### src/rtl/lsu_ctrl_pkg.sv
// Shared types and constants for the load/store unit: memory opcodes,
// bus/data widths, FSM state encoding and small opcode classifiers.
package lsu_ctrl_pkg;

  localparam int CPU_WIDTH    = 32;
  localparam int MEM_OP_WIDTH = 4;

  localparam logic [MEM_OP_WIDTH-1:0] MEM_NO  = 4'd0;
  localparam logic [MEM_OP_WIDTH-1:0] MEM_LB  = 4'd1;
  localparam logic [MEM_OP_WIDTH-1:0] MEM_LH  = 4'd2;
  localparam logic [MEM_OP_WIDTH-1:0] MEM_LW  = 4'd3;
  localparam logic [MEM_OP_WIDTH-1:0] MEM_LBU = 4'd4;
  localparam logic [MEM_OP_WIDTH-1:0] MEM_LHU = 4'd5;
  localparam logic [MEM_OP_WIDTH-1:0] MEM_SB  = 4'd6;
  localparam logic [MEM_OP_WIDTH-1:0] MEM_SH  = 4'd7;
  localparam logic [MEM_OP_WIDTH-1:0] MEM_SW  = 4'd8;

  typedef enum logic [1:0] {
    LSU_IDLE = 2'd0,
    LSU_REQ  = 2'd1,
    LSU_RESP = 2'd2
  } lsu_state_e;

  function automatic logic op_is_load(input logic [MEM_OP_WIDTH-1:0] op);
    return (op == MEM_LB) || (op == MEM_LH) || (op == MEM_LW) ||
           (op == MEM_LBU) || (op == MEM_LHU);
  endfunction

  function automatic logic op_is_store(input logic [MEM_OP_WIDTH-1:0] op);
    return (op == MEM_SB) || (op == MEM_SH) || (op == MEM_SW);
  endfunction

  // Unknown encodings are treated like MEM_NO and never start a transaction.
  function automatic logic op_is_mem(input logic [MEM_OP_WIDTH-1:0] op);
    return op_is_load(op) || op_is_store(op);
  endfunction

endpackage

### src/rtl/lsu_align.sv
// Combinational store-data lane replication, byte-enable generation and
// misalignment detection for one memory op.
module lsu_align
  import lsu_ctrl_pkg::*;
(
  input  logic [MEM_OP_WIDTH-1:0] op,
  input  logic [1:0]              addr_lo,
  input  logic [CPU_WIDTH-1:0]    wdata,
  output logic [3:0]              be,
  output logic [CPU_WIDTH-1:0]    wdata_aligned,
  output logic                    we,
  output logic                    misalign
);

  // Derive lane enables, replicated store data and alignment from op size
  always_comb begin
    be            = 4'b0000;
    wdata_aligned = '0;
    misalign      = 1'b0;
    we            = op_is_store(op);
    case (op)
      MEM_LB, MEM_LBU, MEM_SB: begin
        be = 4'b0001 << addr_lo;
      end
      MEM_LH, MEM_LHU, MEM_SH: begin
        be       = addr_lo[1] ? 4'b1100 : 4'b0011;
        misalign = addr_lo[0];
      end
      MEM_LW, MEM_SW: begin
        be       = 4'b1111;
        misalign = |addr_lo;
      end
      default: begin
        be = 4'b0000;
      end
    endcase
    case (op)
      MEM_SB:  wdata_aligned = {4{wdata[7:0]}};
      MEM_SH:  wdata_aligned = {2{wdata[15:0]}};
      MEM_SW:  wdata_aligned = wdata;
      default: wdata_aligned = '0;
    endcase
  end

endmodule

### src/rtl/lsu_ctrl.sv
// Load/store unit: accepts one memory op at a time from execute, runs the
// req/gnt/rvalid data-bus handshake, stalls the core while busy, aborts on
// bus timeout and holds the last completed access for the writeback mux.
module lsu_ctrl
  import lsu_ctrl_pkg::*;
#(
  parameter int TIMEOUT_CYC = 255
) (
  input  logic                    clk,
  input  logic                    rst_n,
  input  logic                    lsu_vld,
  input  logic [MEM_OP_WIDTH-1:0] lsu_op,
  input  logic [CPU_WIDTH-1:0]    lsu_addr,
  input  logic [CPU_WIDTH-1:0]    lsu_wdata,
  output logic                    lsu_stall,
  output logic                    lsu_done,
  output logic                    lsu_misalign,
  output logic                    lsu_err,
  output logic [MEM_OP_WIDTH-1:0] wb_mem_op,
  output logic [CPU_WIDTH-1:0]    wb_mem_addr,
  output logic [CPU_WIDTH-1:0]    wb_mem_rdata,
  output logic                    dbus_req,
  output logic                    dbus_we,
  output logic [3:0]              dbus_be,
  output logic [CPU_WIDTH-1:0]    dbus_addr,
  output logic [CPU_WIDTH-1:0]    dbus_wdata,
  input  logic                    dbus_gnt,
  input  logic                    dbus_rvalid,
  input  logic [CPU_WIDTH-1:0]    dbus_rdata
);

  localparam logic [7:0] TO_LAST = 8'(TIMEOUT_CYC - 1);

  lsu_state_e state_q, state_d;
  logic [7:0] cnt_q, cnt_d;
  logic [MEM_OP_WIDTH-1:0] op_q, op_d;
  logic [CPU_WIDTH-1:0] addr_q, addr_d;
  logic [CPU_WIDTH-1:0] wdata_q, wdata_d;
  logic [3:0] be_q, be_d;
  logic we_q, we_d;
  logic done_q, done_d;
  logic err_q, err_d;
  logic mis_q, mis_d;
  logic [MEM_OP_WIDTH-1:0] wb_op_q, wb_op_d;
  logic [CPU_WIDTH-1:0] wb_addr_q, wb_addr_d;
  logic [CPU_WIDTH-1:0] wb_rdata_q, wb_rdata_d;

  logic [3:0] al_be;
  logic [CPU_WIDTH-1:0] al_wdata;
  logic al_we, al_mis;
  logic present, accept, reject, timeout;

  lsu_align u_align (
    .op            (lsu_op),
    .addr_lo       (lsu_addr[1:0]),
    .wdata         (lsu_wdata),
    .be            (al_be),
    .wdata_aligned (al_wdata),
    .we            (al_we),
    .misalign      (al_mis)
  );

  // Qualify the incoming op; the completion/abort cycle still sees the old op on lsu_vld, so it is masked
  always_comb begin
    present = (state_q == LSU_IDLE) && lsu_vld && op_is_mem(lsu_op) && !done_q && !err_q;
    accept  = present && !al_mis;
    reject  = present && al_mis;
    timeout = (cnt_q == TO_LAST);
  end

  assign lsu_stall    = (state_q != LSU_IDLE) || accept;
  assign lsu_done     = done_q;
  assign lsu_err      = err_q;
  assign lsu_misalign = mis_q;
  assign wb_mem_op    = wb_op_q;
  assign wb_mem_addr  = wb_addr_q;
  assign wb_mem_rdata = wb_rdata_q;
  assign dbus_req     = (state_q == LSU_REQ);
  assign dbus_we      = dbus_req && we_q;
  assign dbus_be      = dbus_req ? be_q : 4'b0000;
  assign dbus_addr    = dbus_req ? {addr_q[CPU_WIDTH-1:2], 2'b00} : '0;
  assign dbus_wdata   = dbus_req ? wdata_q : '0;

  // Next-state, timeout counter, pulse and writeback-hold logic
  always_comb begin
    state_d    = state_q;
    cnt_d      = cnt_q;
    op_d       = op_q;
    addr_d     = addr_q;
    wdata_d    = wdata_q;
    be_d       = be_q;
    we_d       = we_q;
    done_d     = 1'b0;
    err_d      = 1'b0;
    mis_d      = 1'b0;
    wb_op_d    = wb_op_q;
    wb_addr_d  = wb_addr_q;
    wb_rdata_d = wb_rdata_q;
    case (state_q)
      LSU_IDLE: begin
        if (accept) begin
          state_d = LSU_REQ;
          cnt_d   = 8'd0;
          op_d    = lsu_op;
          addr_d  = lsu_addr;
          wdata_d = al_wdata;
          be_d    = al_be;
          we_d    = al_we;
        end else if (reject) begin
          mis_d = 1'b1;
        end
      end
      LSU_REQ: begin
        cnt_d = cnt_q + 8'd1;
        if (dbus_gnt) begin
          state_d = LSU_RESP;
        end else if (timeout) begin
          state_d = LSU_IDLE;
          err_d   = 1'b1;
        end
      end
      LSU_RESP: begin
        cnt_d = cnt_q + 8'd1;
        if (dbus_rvalid) begin
          state_d = LSU_IDLE;
          done_d  = 1'b1;
          if (op_is_load(op_q)) begin
            wb_op_d    = op_q;
            wb_addr_d  = addr_q;
            wb_rdata_d = dbus_rdata;
          end else begin
            wb_op_d = MEM_NO;
          end
        end else if (timeout) begin
          state_d = LSU_IDLE;
          err_d   = 1'b1;
        end
      end
      default: begin
        state_d = LSU_IDLE;
      end
    endcase
  end

  // State and datapath registers; reset abandons any transaction silently
  always_ff @(posedge clk or negedge rst_n) begin
    if (!rst_n) begin
      state_q    <= LSU_IDLE;
      cnt_q      <= 8'd0;
      op_q       <= MEM_NO;
      addr_q     <= '0;
      wdata_q    <= '0;
      be_q       <= 4'b0000;
      we_q       <= 1'b0;
      done_q     <= 1'b0;
      err_q      <= 1'b0;
      mis_q      <= 1'b0;
      wb_op_q    <= MEM_NO;
      wb_addr_q  <= '0;
      wb_rdata_q <= '0;
    end else begin
      state_q    <= state_d;
      cnt_q      <= cnt_d;
      op_q       <= op_d;
      addr_q     <= addr_d;
      wdata_q    <= wdata_d;
      be_q       <= be_d;
      we_q       <= we_d;
      done_q     <= done_d;
      err_q      <= err_d;
      mis_q      <= mis_d;
      wb_op_q    <= wb_op_d;
      wb_addr_q  <= wb_addr_d;
      wb_rdata_q <= wb_rdata_d;
    end
  end

endmodule

### config.mk
export PLATFORM = sky130hd
export DESIGN_NAME = lsu_ctrl
export DESIGN_NICKNAME = d
export VERILOG_FILES = /design/src/rtl/lsu_ctrl_pkg.sv /design/src/rtl/lsu_align.sv /design/src/rtl/lsu_ctrl.sv
export SDC_FILE = /design/constraint.sdc
export NUM_CORES = 1
export LEC_CHECK = 0
export CAP_MARGIN = 20
export CORE_UTILIZATION = 46
export CTS_BUF_LIST = sky130_fd_sc_hd__clkbuf_16
export CTS_CLUSTER_DIAMETER = 100
export DETAILED_ROUTE_END_ITERATION = 7
export GPL_TIMING_DRIVEN = 0
export PLACE_DENSITY = 0.81
export SETUP_SLACK_MARGIN = 0.3
export SLEW_MARGIN = 20
export SYNTH_ARGS = -nofsm -noshare
export SYNTH_HDL_FRONTEND = slang
export SYNTH_HIERARCHICAL = 1
export SYNTH_SLANG_ARGS = --single-unit
### constraint.sdc
create_clock -name clk -period 4.2 [get_ports clk]
set_clock_uncertainty 0.1 [all_clocks]
set_input_delay 1.05 -clock clk [delete_from_list [all_inputs] [get_ports clk]]
set_output_delay 1.05 -clock clk [all_outputs]
set_load 0.03 [all_outputs]
==> results_dict.tcl, run 1 <==
set metrics [dict create \
    worst_pin_slew_ns 0.777 \
    relSlewSlack_pct 47.7 \
    crit_path_cell_trace "buf_6, buf_6, and2b_2, a22oi_2, o31ai_2, or4b_4, o31ai_4, buf_6, buf_6" \
    synth_compound_area_share_pct 6.51 \
    critPathMaxStageDelay_ns 0.52 \
    cp-end-kind "primary output" \
    synth_edf_count 0 \
    grt_max_degree 89 \
    fmax_ghz 0.251 \
    synth_top_family_by_area "multiplexers" \
    grt_antenna_before_repair 0 \
    critPathLaunch "lsu_op[2]" \
    syn_area_um2 7180 \
    synth.avg_cell_area_um2 12.9 \
    dieArea_um2 16100 \
    numClockSinks 154 \
    seq_area_frac_synth_pct 53.6 \
    status "completed" \
    wl_um 18400 \
    htreeDepth 4 \
    synthSimpleGateAreaFrac_pct 12.3 \
    ctsLongestPathBuffers 2 \
    cts_buffers 17 \
    cts_tree "yes" \
    critPathLaunchType "primary input" \
    post_drt_wl_per_cell_um 17.9 \
    crit_top_cell "buf_6" \
    std_cell_rows 45 \
    critical_path_peak_fanout 4 \
    syn_to_final_growth_pct 47.6 \
    drc 0 \
    slowest_stage "or4b_4" \
    fp.dieW_um 127 \
    initial_core_util_pct 47.3 \
    yosysUniqueCellTypes 56 \
    synth_seq_cells 154 \
    drive_above_1_share_pct 14.3 \
    synthMuxAreaShare_pct 22.6 \
    p_per_area_nw_per_um2 678 \
    via_per_inst 5.25 \
    worst_slack_ns 0.209 \
    synthXorXnorAreaFrac_pct 0 \
    dpl_worst_slack_ns -1.25 \
    power.leakage_nw 4.73 \
    ir_drop_v 0.000461 \
    worstRegToRegCells 7 \
    fin_crit_ns 3.99 \
    place_congestion 0.862 \
    r2r_slack_ns 1.47 \
    worst_ep_arrival_time_ns 2.84 \
    synthArstFlopShare_pct 100 \
    finalHoldViolCount 0 \
    synth_fa_ha_area_share_pct 1.32 \
    clock_latency_ns 0.42 \
    fillers 1091 \
    finalSetupTns_ns 0 \
    timing.rr.start "state_q[0]" \
    slew_viol_final 0 \
    dieHeight_um 127 \
    nNetsFinal 937 \
    synthCells 557 \
    critical-path-top-delay-family "simple AND/OR/NAND/NOR gates" \
    ios 247 \
    fin_crit_sh_pct 95.0 \
    crit_end "lsu_stall" \
    cp_data_required_time_ns 3.05 \
    setup_viol 0 \
    yosysWarningCount 6 \
    worstSetupPathType "in -> out" \
    crit_cells 9 \
    track_usage_pct 23.7 \
    hpwl_um 13700 \
    numPortBuffers 244 \
    antenna_left 0 \
    vias 5395 \
    rr_endpoint "wb_mem_addr[14]" \
    antenna_cells 0 \
    first_global_vias 5734 \
    rsz0062_at_grt "true" \
    drtIter0Drc 287 \
    cts_root_buffer "clkbuf_16" \
    core_area_um2 15200 \
    grt_pass1_wl_um 29400 \
    dr.pass1.iters 4 \
    power.total_mw 7.19 \
    hp-class "reg -> reg" \
    gr-total-overflow 0 \
    final_cell_mix "236 x clkdlybuf4s50_1, 154 x dfrtp_1, 102 x mux2_1, 76 x and2_1, 35 x mux2_2" \
    worst-path-buf-inv 4 \
    mostFrequentLayoutCell "clkdlybuf4s50_1" \
    max_cap_violations 0 \
    clkTransAtPathRegs_ns 0.06 \
    synth_ff_type "dfrtp_1" \
]
routing by layer:
layer / vias to the layer above / global-route usage [%] / wire length, um
met2: 178 / 39.7 / 9200
li1: 2505 / - / -
met1: 2680 / 29.4 / 7740
met4: 0 / 9.45 / 494
met3: 32 / 6.16 / 947
met5: - / 0 / 0
through the flow:
step / util, % / instances / hold slack, ns / cell area, um^2
6_report: 69.8 / 1027 / 0.378 / 10600
3_5_place_dp: 65.2 / 991 / 0.372 / 9900
4_1_cts: 69.7 / 1027 / 0.380 / 10600
5_1_grt: 69.8 / 1027 / 0.397 / 10600
3_3_place_gp: 64.9 / 990 / 0.360 / 9870
2_1_floorplan: - / 558 / 0.350 / 7190
area by class of cell:
cell class | count | area, um^2 | share of cell area [%]
buffer | 35 | 239 | 2.25
tap | 188 | 235 | 2.22
inverter | 10 | 37.5 | 0.354
clock inverter | 15 | 198 | 1.86
clock buffer | 17 | 425 | 4.01
timing repair buffer | 249 | 2500 | 23.6
sequential | 154 | 3850 | 36.3
multi-input combinational | 359 | 3120 | 29.4
worst min path at each step:
stage	from	to	slack (ns)	cells after the start
floorplan	wdata_q[10]	wdata_q[10]	0.35	1
global placement	wdata_q[9]	wdata_q[9]	0.36	1
detailed placement	wdata_q[1]	wdata_q[1]	0.37	1
CTS	wdata_q[1]	wdata_q[1]	0.38	1
global route	wdata_q[9]	wdata_q[9]	0.40	1
finish	wdata_q[1]	wdata_q[1]	0.38	1
where the power goes:
| part | total (mW) | internal (mW) | switching, mW | leakage [nW] |
|---|---|---|---|---|
| clock | 1.61 | 0.996 | 0.617 | 0.305 |
| sequential | 2.44 | 2.09 | 0.352 | 1.97 |
| combinational | 3.14 | 1.44 | 1.70 | 2.45 |
flip-flops by register name (all words and copies together) (netlist names):
| register | cells |
|---|---|
| addr_q | 32 |
| wb_mem_op | 4 |
| lsu_done | 1 |
| lsu_misalign | 1 |
| wdata_q | 32 |
| cnt_q | 8 |
| we_q | 1 |
| wb_mem_addr | 32 |
| op_q | 4 |
| be_q | 4 |
| state_q | 2 |
| wb_mem_rdata | 32 |
| lsu_err | 1 |
cells by family after synthesis:
group,after synthesis
flip-flops,154
multiplexers,145
AND/OR/NAND/NOR,140
AO/OA/AOI/OAI,64
buffers and inverters,45
adder cells (fa/ha/maj),8
other,1
what timing repair did:
| action | in CTS | in global routing |
|---|---|---|
| gates cloned | 0 | 0 |
| setup endpoints to repair | 89 | 21 |
| hold buffers | 0 | 0 |
| gates resized for setup | 48 | 4 |
| buffers inserted | 4 | 0 |
| pin swaps | 3 | 0 |
cells in the mapped netlist (2+ instances only):
cell type / count / share of area (%)
a211o_1: 2 / 0.24
a221o_1: 4 / 0.56
a22o_1: 11 / 1.3
a22oi_1: 9 / 0.94
and2_1: 76 / 6.6
and3_1: 6 / 0.52
and3b_1: 2 / 0.24
and4_1: 2 / 0.24
and4b_1: 2 / 0.28
buf_2: 10 / 0.70
buf_4: 4 / 0.42
buf_6: 8 / 1.3
clkbuf_1: 11 / 0.57
dfrtp_1: 154 / 54
ha_1: 6 / 1.0
inv_1: 10 / 0.52
maj3_1: 2 / 0.28
mux2_1: 102 / 16
mux2_2: 35 / 5.5
mux2i_1: 8 / 1.1
nand2_1: 23 / 1.2
nand2b_1: 3 / 0.26
nand3_1: 2 / 0.14
nand3b_1: 2 / 0.21
nor2_1: 4 / 0.21
nor3b_1: 4 / 0.42
o211ai_1: 2 / 0.21
o21ai_0: 16 / 1.1
o21ai_1: 5 / 0.35
o221ai_1: 2 / 0.24
o22ai_1: 2 / 0.17
o31a_1: 2 / 0.24
o31ai_1: 2 / 0.21
or4b_1: 2 / 0.28
Power figures use the tool's default switching activity.
==> inputs of run 2 (changes only) <==
--- a/config.mk
+++ b/config.mk
@@ -12,6 +12,7 @@
 export DETAILED_ROUTE_END_ITERATION = 7
 export GPL_TIMING_DRIVEN = 0
 export PLACE_DENSITY = 0.81
+export REMOVE_ABC_BUFFERS = 1
 export SETUP_SLACK_MARGIN = 0.3
 export SLEW_MARGIN = 20
 export SYNTH_ARGS = -nofsm -noshare
==> run 2 against run 1 <==
Against the previous run:
- non-clock buffer count down 19
- clock power down 14%
- largest cell class unchanged
- power down 3.3%
- critical endpoint unchanged
- combinational power about the same
- largest power group unchanged
- fmax up 3.4%
- critical path type unchanged
==> results_dict.tcl, run 2 (synthesized netlist as in run 1, its figures left out) <==
set metrics [dict create \
    slowest_stage "or4b_4" \
    fmax_ghz 0.259 \
    cts_root_buffer "clkbuf_16" \
    crit_path_cell_trace "clkdlybuf4s15_2, nor2b_1, a2bb2oi_2, o31ai_1, or4b_4, o31ai_4, buf_6" \
    vias 5305 \
    place_congestion 0.767 \
    hp-class "reg -> reg" \
    worst_slack_ns 0.342 \
    nNetsFinal 918 \
    dieArea_um2 16100 \
    drtIter0Drc 203 \
    grt_max_degree 96 \
    drc 0 \
    hpwl_um 12900 \
    setup_viol 0 \
    whs_ns 0.376 \
    status "completed" \
    max_cap_violations 0 \
    initial_core_util_pct 47.3 \
    numPortBuffers 244 \
    dieHeight_um 127 \
    fin_crit_sh_pct 91.9 \
    ir_drop_v 0.000388 \
    multiInputGateArea_um2 3140 \
    dpl_worst_slack_ns -2.16 \
    fillers 1061 \
    p_per_area_nw_per_um2 665 \
    cts_tree "yes" \
    critical_path_peak_fanout 6 \
    antenna_left 0 \
    worst-path-buf-inv 2 \
    ios 247 \
    grt_pass1_wl_um 28400 \
    cts_buffers 17 \
    power.leakage_nw 4.63 \
    track_usage_pct 22.8 \
    antenna_cells 0 \
    worst_pin_slew_ns 0.979 \
    clock_latency_ns 0.42 \
    relSlewSlack_pct 34.4 \
    fin_crit_ns 3.86 \
    std_cell_rows 45 \
    grt_antenna_before_repair 0 \
    placed_cell_area_um2 9850 \
    gr-total-overflow 0 \
    slew_viol_final 0 \
    htreeDepth 4 \
    final_area_um2 10500 \
    final_cell_mix "236 x clkdlybuf4s50_1, 154 x dfrtp_1, 102 x mux2_1, 76 x and2_1, 35 x mux2_2" \
    critPathLaunchType "primary input" \
    ctsLongestPathBuffers 2 \
    syn_to_final_growth_pct 45.8 \
    finalHoldViolCount 0 \
    via_per_inst 5.26 \
    post_drt_wl_per_cell_um 17.5 \
    rsz0062_at_grt "false" \
    dr.pass1.iters 4 \
    worstSetupPathType "in -> out" \
    first_global_vias 5415 \
    ff_latch_area_um2 3850 \
    clkTransAtPathRegs_ns 0.06 \
    wl_um 17600 \
    critPathMaxStageDelay_ns 0.55 \
    numClockSinks 154 \
    cp-end-kind "primary output" \
    core_area_um2 15200 \
    worst_ep_arrival_time_ns 2.71 \
    cp_data_required_time_ns 3.05 \
    fp.dieW_um 127 \
    drive_above_1_share_pct 12.9 \
    critical-path-top-delay-family "simple AND/OR/NAND/NOR gates" \
    mostFrequentLayoutCell "clkdlybuf4s50_1" \
]
[run 2: worst register-to-register path, cell delays in order (launching register included)]
cell and delay (ns):
dfrtp_1 0.40, inv_1 0.12, ha_1 0.18, nand2_1 0.20
a2111oi_4 0.80, buf_4 0.35, buf_4 0.25, buf_6 0.18
mux2_2 0.35
[run 2: power by group]
group | internal (mW) | switching [mW] | total [mW]
Combinational | 1.44 | 1.69 | 3.13
Sequential | 2.09 | 0.347 | 2.44
Clock | 0.800 | 0.594 | 1.39
[run 2: final cells by class]
| cell class | instances | area share [%] |
|---|---|---|
| tap | 188 | 2.25 |
| clock inverter | 15 | 1.05 |
| multi-input combinational | 359 | 29.9 |
| timing repair buffer | 265 | 25.5 |
| inverter | 10 | 0.359 |
| clock buffer | 17 | 4.06 |
| sequential | 154 | 36.8 |
[run 2: path summary, 6_finish.rpt]
check / startpoint / to / slack, ns / depth (start not counted)
min: wdata_q[12] / wdata_q[12] / 0.38 / 1
max reg2reg: state_q[0] / wb_mem_addr[17] / 1.15 / 8
min in group asynchronous: rst_n / wb_mem_addr[3] / 0.45 / 1
max in group asynchronous: rst_n / wb_mem_op[1] / 2.72 / 2
max: lsu_addr[0] / lsu_stall / 0.34 / 7
min reg2reg: wdata_q[12] / wdata_q[12] / 0.38 / 1
[run 2: through the flow]
stage | utilization, % | cells | setup TNS [ns] | total power, mW
finish | 68.9 | 1008 | 0 | 6.96
CTS | 68.6 | 1004 | 0 | 7.02
floorplan | - | 523 | -336.85 | 4.15
global placement | 63.4 | 955 | -1398.76 | 5.41
global route | 68.9 | 1008 | 0 | 7.32
detailed placement | 64.8 | 970 | -103.00 | 5.59
[run 2: repair_timing]
item / in CTS / in global routing
hold buffers: 0 / 0
endpoints found under the setup margin: 84 / 21
hold endpoints to repair: 0 / 0
pin swaps: 2 / 3
buffers inserted: 2 / 4
gates resized for setup: 42 / 6
[run 2: routing by layer]
metal / vias up / GRT usage, % / share of wire (%)
li1: 2474 / - / -
met3: 38 / 5.10 / 4.8
met2: 194 / 39.5 / 51
met5: - / 0 / 0
met4: 0 / 10.9 / 3.0
met1: 2599 / 26.9 / 41
